**src/rtl/tristate_bus_pkg.sv**
```systemverilog
// Shared types and helpers for the tristate bus arbiter family.
// State encoding, default sizing and a one-hot decode helper.
package tristate_bus_pkg;

  typedef enum logic [1:0] {
    IDLE,
    OWN,
    TURN
  } state_t;

  localparam int DEF_N_REQ      = 4;
  localparam int DEF_MAX_HOLD   = 8;
  localparam int DEF_TURNAROUND = 1;

  function automatic int onehot_to_bin(input logic [15:0] v);
    int r;
    r = 0;
    for (int i = 0; i < 16; i++)
      if (v[i]) r = i;
    return r;
  endfunction

endpackage

```
**src/rtl/tristate_bus_arbiter_rr_pick.sv**
```systemverilog
// Combinational round-robin picker: first set req bit at or above ptr,
// wrapping past the top index.
module rr_pick
  import tristate_bus_pkg::*;
#(
  parameter int N_REQ = DEF_N_REQ,
  parameter int ID_W  = $clog2(N_REQ)
) (
  input  logic [N_REQ-1:0] req,
  input  logic [ID_W-1:0]  ptr,
  output logic             valid,
  output logic [ID_W-1:0]  winner
);

  logic            found;
  logic [ID_W-1:0] idx;
  int              j;

  always_comb begin
    valid  = |req;
    winner = '0;
    found  = 1'b0;
    idx    = '0;
    j      = 0;
    for (int i = 0; i < N_REQ; i++) begin
      j = int'(ptr) + i;
      if (j >= N_REQ) j = j - N_REQ;
      idx = ID_W'(j);
      if (!found && req[idx]) begin
        found  = 1'b1;
        winner = idx;
      end
    end
  end

endmodule

```
**src/rtl/tristate_bus_arbiter.sv**
```systemverilog
// Round-robin owner of a shared tristate bus with bounded tenure
// and an all-Z turnaround gap between owners.
module tristate_bus_arbiter
  import tristate_bus_pkg::*;
#(
  parameter int N_REQ      = DEF_N_REQ,
  parameter int MAX_HOLD   = DEF_MAX_HOLD,
  parameter int TURNAROUND = DEF_TURNAROUND,
  parameter int ID_W       = $clog2(N_REQ)
) (
  input  logic             clk,
  input  logic             rst,
  input  logic [N_REQ-1:0] req,
  output logic [N_REQ-1:0] grant,
  output logic [N_REQ-1:0] drv_en,
  output logic [ID_W-1:0]  owner_id,
  output logic             bus_busy,
  output logic             turn
);

  localparam int HW = $clog2(MAX_HOLD + 1);
  localparam int TW = $clog2(TURNAROUND + 1);
  localparam logic [N_REQ-1:0] ONE = N_REQ'(1);

  state_t          state;
  logic [ID_W-1:0] ptr;
  logic [HW-1:0]   hold_cnt;
  logic [TW-1:0]   turn_cnt;

  logic            pick_valid;
  logic [ID_W-1:0] pick_id;
  logic            own_req;
  logic            others;
  logic            hold_top;
  logic [ID_W-1:0] owner_idx;
  logic [ID_W-1:0] next_ptr;

  rr_pick #(
    .N_REQ (N_REQ),
    .ID_W  (ID_W)
  ) u_pick (
    .req    (req),
    .ptr    (ptr),
    .valid  (pick_valid),
    .winner (pick_id)
  );

  assign own_req   = |(req & grant);
  assign others    = |(req & ~grant);
  assign hold_top  = (hold_cnt == HW'(MAX_HOLD - 1));
  assign owner_idx = ID_W'(onehot_to_bin(16'(grant)));
  assign next_ptr  = (owner_idx == ID_W'(N_REQ - 1)) ?
                     '0 : owner_idx + ID_W'(1);
  assign drv_en    = grant;

  always_ff @(posedge clk) begin
    if (rst) begin
      state    <= IDLE;
      grant    <= '0;
      owner_id <= '0;
      bus_busy <= 1'b0;
      turn     <= 1'b0;
      ptr      <= '0;
      hold_cnt <= '0;
      turn_cnt <= '0;
    end else begin
      unique case (state)
        IDLE: begin
          if (pick_valid) begin
            grant    <= ONE << pick_id;
            owner_id <= pick_id;
            bus_busy <= 1'b1;
            hold_cnt <= '0;
            state    <= OWN;
          end
        end
        OWN: begin
          if (!own_req || (hold_top && others)) begin
            grant    <= '0;
            owner_id <= '0;
            bus_busy <= 1'b0;
            turn     <= 1'b1;
            ptr      <= next_ptr;
            turn_cnt <= TW'(TURNAROUND - 1);
            state    <= TURN;
          end else if (!hold_top) begin
            hold_cnt <= hold_cnt + HW'(1);
          end
        end
        TURN: begin
          if (turn_cnt != '0) begin
            turn_cnt <= turn_cnt - TW'(1);
          end else begin
            // only req seen on the final gap cycle competes
            turn <= 1'b0;
            if (pick_valid) begin
              grant    <= ONE << pick_id;
              owner_id <= pick_id;
              bus_busy <= 1'b1;
              hold_cnt <= '0;
              state    <= OWN;
            end else begin
              state <= IDLE;
            end
          end
        end
        default: state <= IDLE;
      endcase
    end
  end

endmodule

```
**config.mk**
```make
export PLATFORM = sky130hd
export DESIGN_NAME = tristate_bus_arbiter
export DESIGN_NICKNAME = d
export VERILOG_FILES = /design/src/rtl/tristate_bus_pkg.sv /design/src/rtl/tristate_bus_arbiter_rr_pick.sv /design/src/rtl/tristate_bus_arbiter.sv
export SDC_FILE = /design/constraint.sdc
export NUM_CORES = 1
export LEC_CHECK = 0
export ABC_AREA = 1
export CAP_MARGIN = 20
export CORE_UTILIZATION = 55
export CTS_BUF_LIST = sky130_fd_sc_hd__clkbuf_8 sky130_fd_sc_hd__clkbuf_16
export DETAILED_ROUTE_END_ITERATION = 8
export DONT_BUFFER_PORTS = 1
export PLACE_DENSITY = 0.73
export SETUP_SLACK_MARGIN = 0.5
export SLEW_MARGIN = 10
export SYNTH_ARGS = -nofsm -noshare
export SYNTH_HDL_FRONTEND = slang
export SYNTH_SLANG_ARGS = --single-unit
```
**constraint.sdc**
```tcl
create_clock -name clk -period 1.5 [get_ports clk]
set_clock_uncertainty 0.15 [all_clocks]
set_input_delay 0.225 -clock clk [delete_from_list [all_inputs] [get_ports clk]]
set_output_delay 0.225 -clock clk [all_outputs]
set_load 0.05 [all_outputs]
```
==> results of run 1 <==
==> repair_timing <==
item                                    CTS
endpoints found under the hold margin    13
pin swaps                                23
endpoints found under the setup margin   28
cloned                                    2
resized for setup                        65
setup buffers                             3
==> logic make-up after synthesis <==
| logic type | after synthesis |
|---|---|
| AND/OR/NAND/NOR | 100 |
| buffers and inverters | 24 |
| adder cells (fa/ha/maj) | 1 |
| XOR/XNOR | 1 |
| flip-flops | 16 |
| AO/OA/AOI/OAI | 23 |
==> through the flow <==
step	utilization (%)	area, um2
after detailed placement	70.5	1280
after CTS	87.1	1590
after global placement	70.5	1280
after floorplan	-	1190
==> flow_summary_export.csv, run 1 <==
group,metric,value,unit
floorplanning,die_h,47.1,um
sta,worst_path_end_type,"register data pin",
clocking,h-tree-depth,1,
floorplanning,rows,15,
yosys,ys_async_sr_fraction,0,%
clocking,root_buffer,"clkbuf_8",
place,dp_hpwl,1950,um
yosys,yosysWarnings,0,
yosys,synth.top_cells.by_count,"44 x nand2_1, 20 x nor2_1, 16 x dfxtp_1",
yosys,synthCells,165,
outcome,stop_error,"[ERROR DPL-0033] detailed placement checks failed during check placement.",
yosys,synth_top_area_cell,"dfxtp_1",
yosys,synth_compound_area_share,11.1,%
yosys,ys_seq_area_share,28.7,%
yosys,synth_area_per_cell,6.77,um2
yosys,synth_top_area_share,28.7,%
yosys,synth_area_leaders,"dfxtp_1 29%, nand2_1 15%, nand2_4 8.1%",
grt,grt_max_degree,14,
outcome,outcome,"did not finish",
place,dp_cells,203,
yosys,synth-main-ff-cell,"dfxtp_1",
place,pre_cts_slack,-0.173,ns
yosys,syn_nets,172,
place,port_buffers,0,
yosys,ys_types,25,
yosys,synth-simple-area-share,46.6,%
yosys,yosys.area_share.adder,1.12,%
yosys,synth_xor_area_share,0.784,%
clocking,cts_made_buffers,3,
clocking,clockBufferDepth,2,
grt,antenna_found_initial,0,
floorplanning,start_util,61.4,%
yosys,syn_area,1120,um2
sta,postGrtWorstEndpoint,"drv_en[0]$_SDFFE_PP0P_/D",
outcome,lastStage,"global routing",
yosys,synth_mux_area_share,0,%
yosys,synth-edff-count,0,
place,gp_congestion,0.933,
yosys,synth_seq_cells,16,
yosys,synth.most_common_cell,"nand2_1",
clocking,cts.sinks,16,
floorplanning,die_x,47.1,um
yosys,synth_top_family_by_area,"simple AND/OR/NAND/NOR gates",
floorplanning,io_pins,18,
==> run 2, diff against run 1 <==
- CORE_AREA: not set -> 2 2 63 65
- CORE_UTILIZATION: 55 -> not set
- CTS_BUF_LIST: sky130_fd_sc_hd__clkbuf_8 sky130_fd_sc_hd__clkbuf_16 -> not set
- DIE_AREA: not set -> 0 0 65 67
- PLACE_DENSITY: 0.73 -> not set
- PLACE_DENSITY_LB_ADDON: not set -> 0.15
- SETUP_SLACK_MARGIN: 0.5 -> not set
- clock period: 1.5 -> 2 ns (I/O delays scaled with it)
==> run 2 against run 1 <==
Against the previous run:
- the run now ends clean
- synthesized area did not move
- synthesized cell count unchanged
==> flow_summary_export.csv, run 2 <==
group,metric,value,unit
floorplanning,die_h,67,um
critical_path,path_class,"flip-flop to flip-flop",
yosys,syn_nets,172,
floorplanning,coreArea,3610,um2
grt,groute.usage.overall,13.2,%
yosys,synth-main-ff-cell,"dfxtp_1",
floorplanning,rows,22,
yosys,synth_top_area_cell,"dfxtp_1",
sta,worst_pin_slew,0.508,ns
yosys,synth.top_cells.by_count,"44 x nand2_1, 20 x nor2_1, 16 x dfxtp_1",
grt,grt_pass1_wl,4460,um
clocking,tritoncts,"done",
floorplanning,die_x,65,um
routing,drt_iter0_drc,49,
power,p_leak,0.000583,uW
hold_path,hp-start,"rst",
yosys,syn_area,1120,um2
clocking,cts_made_buffers,3,
routing,vias,1006,
yosys,synth_xor_area_share,0.784,%
finish,num_antenna_cells,0,
yosys,synth-simple-area-share,46.6,%
yosys,synth_area_per_cell,6.77,um2
routing,routed_wl,2520,um
floorplanning,start_util,31.0,%
routing,drt_pre_antenna_iters,6,
clocking,clockBufferDepth,2,
power,power_switching,731,uW
critical_path,ff2ff_setup_slack,0.26,ns
floorplanning,dieArea,4360,um2
yosys,synth_seq_cells,16,
sta,hold_violations,0,
sta,layout_worst_path_cycle_share,87.2,%
critical_path,endpoint_kind,"flip-flop",
clocking,h-tree-depth,1,
finish,drive_above_1_share,23.4,%
yosys,synth_area_leaders,"dfxtp_1 29%, nand2_1 15%, nand2_4 8.1%",
power,power.density,1190,nW/um2
clocking,root_buffer,"clkbuf_8",
yosys,yosys.area_share.adder,1.12,%
clocking,cts.sinks,16,
place,port_buffers,0,
grt,overflow,0,
critical_path,rr_startpoint,"drv_en[2]",
grt,antenna_found_initial,0,
sta,tns,0,ns
yosys,synth_top_family_by_area,"simple AND/OR/NAND/NOR gates",
hold_path,hold_end,"state[1]",
power,internal_power,737,uW
critical_path,crit_required,2.02,ns
yosys,ys_types,25,
yosys,yosysWarnings,0,
sta,max_slew_margin,66.1,%
grt,grt_max_degree,12,
sta,setup_viol,0,
finish,final_common_cell,"nand2_1",
critical_path,reg2reg_to,"owner_id[0]",
hold_path,worstHoldPathCells,1,
yosys,ys_async_sr_fraction,0,%
power,p_sw_share,49.8,%
routing,via_per_inst,4.59,
outcome,outcome,"finished clean",
routing,routedWlPerCell,11.5,um
sta,period_needed,1.74,ns
yosys,synth_compound_area_share,11.1,%
finish,fin_util,34.2,%
grt,grt_pass1_vias,1033,
yosys,synth_mux_area_share,0,%
critical_path,arrival,1.76,ns
power,power,1470,uW
place,dp_cells,215,
finish,instances_no_fill,219,
critical_path,reg2regPathDepth,10,
clocking,path_clk_slew,0.06,ns
power,comb_power_share,50.1,%
power,seq_power_share,33.9,%
finish,final_cell_mix,"44 x nand2_1, 20 x nor2_1, 15 x dfxtp_1, 13 x inv_1, 12 x a21oi_1",
yosys,ys_seq_area_share,28.7,%
power,ir_drop,522,uV
floorplanning,io_pins,18,
place,dp_hpwl,2120,um
sta,rsz0062_at_grt,"no",
yosys,synthCells,165,
routing,remaining_drc_errors,0,
yosys,synth_top_area_share,28.7,%
power,p_clk_share,16.0,%
clocking,post-cts-setup-buffer-count,0,
finish,area_growth_syn_to_layout,10.3,%
yosys,synth.most_common_cell,"nand2_1",
critical_path,cp_max_fo,9,
finish,final_nets,180,
critical_path,startpoint_type,"flip-flop",
yosys,synth-edff-count,0,
sta,fmax,573,MHz
sta,drv_slew,0,
routing,ant_nets,0,
place,gp_congestion,0.798,
clocking,clk_latency,0.24,ns
hold_path,hp-class,"primary input to flip-flop",
flow_run,maxCapViolations,0,
-- run 2: cell counts after synthesis --
Identical to the previous run, type by type.
-- run 2: critical path: stages, from the launching register on --
cell	delay [ns]
dfxtp_1	0.39
inv_1	0.09
o21ai_0	0.16
a21oi_1	0.05
o21ai_0	0.11
nand2_1	0.10
nand2_2	0.16
nand2_1	0.11
inv_1	0.14
nand2_1	0.06
a21oi_1	0.14
-- run 2: power by group through the flow --
stage | clock network, uW | logic (uW) | registers [uW]
after global routing | 254 | 824 | 506
after floorplan | 0 | 589 | 548
after global placement | 0 | 735 | 503
after CTS | 239 | 746 | 497
final | 235 | 736 | 497
after detailed placement | 0 | 740 | 504
-- run 2: logic make-up (layout without fill, tap and decap cells) --
group | after synthesis | in the layout
DFF | 16 | 16
adders and majority gates | 1 | 1
xor gates and xnor gates | 1 | 1
buffers and inverters | 24 | 30
and+or+nand+nor | 100 | 100
AOI/OAI and AO/OA | 23 | 23
-- run 2: worst max path at each step --
stage | startpoint | end | slack [ns]
after global routing | drv_en[2] | owner_id[1] | 0.03
after CTS | ptr[0] | drv_en[2] | 0.18
final | drv_en[2] | owner_id[0] | 0.26
after floorplan | drv_en[2] | drv_en[1] | 0.08
after detailed placement | ptr[0] | drv_en[2] | 0.20
after global placement | ptr[0] | drv_en[2] | 0.25
-- run 2: timing repair --
action / in CTS / in global routing
hold buffers: 1 / 0
endpoints found under the hold margin: 11 / 0
resized for setup: 0 / 1
setup endpoints to repair: 0 / 1
-- run 2: per-layer routing --
metal / vias to the layer above / track usage (%) / wire (um)
li1: 540 / - / -
met3: 4 / 3.04 / 121
met4: 0 / 4.79 / 42
met5: - / 0 / 0
met1: 446 / 14.3 / 1070
met2: 16 / 25.0 / 1290
-- run 2: area by class of cell --
type | count | area, um2
flip-flops and latches | 16 | 322
inverters | 17 | 66.3
clock buffers | 3 | 41.3
repair buffers | 10 | 77.6
well taps | 48 | 60.1
fillers | 403 | 2370
multi-input cells | 125 | 666
-- run 2: per-stage QoR --
stage               setup slack (ns)  area (um2)  hold slack [ns]
finish                         0.255        1230          0.00409
floorplan                     0.0813        1120            0.219
global route                  0.0307        1230           0.0123
detailed placement             0.203        1180            0.224
CTS                            0.181        1230          0.00747
global placement               0.250        1180            0.221
Note: power is estimated with default switching activity, not from simulation.
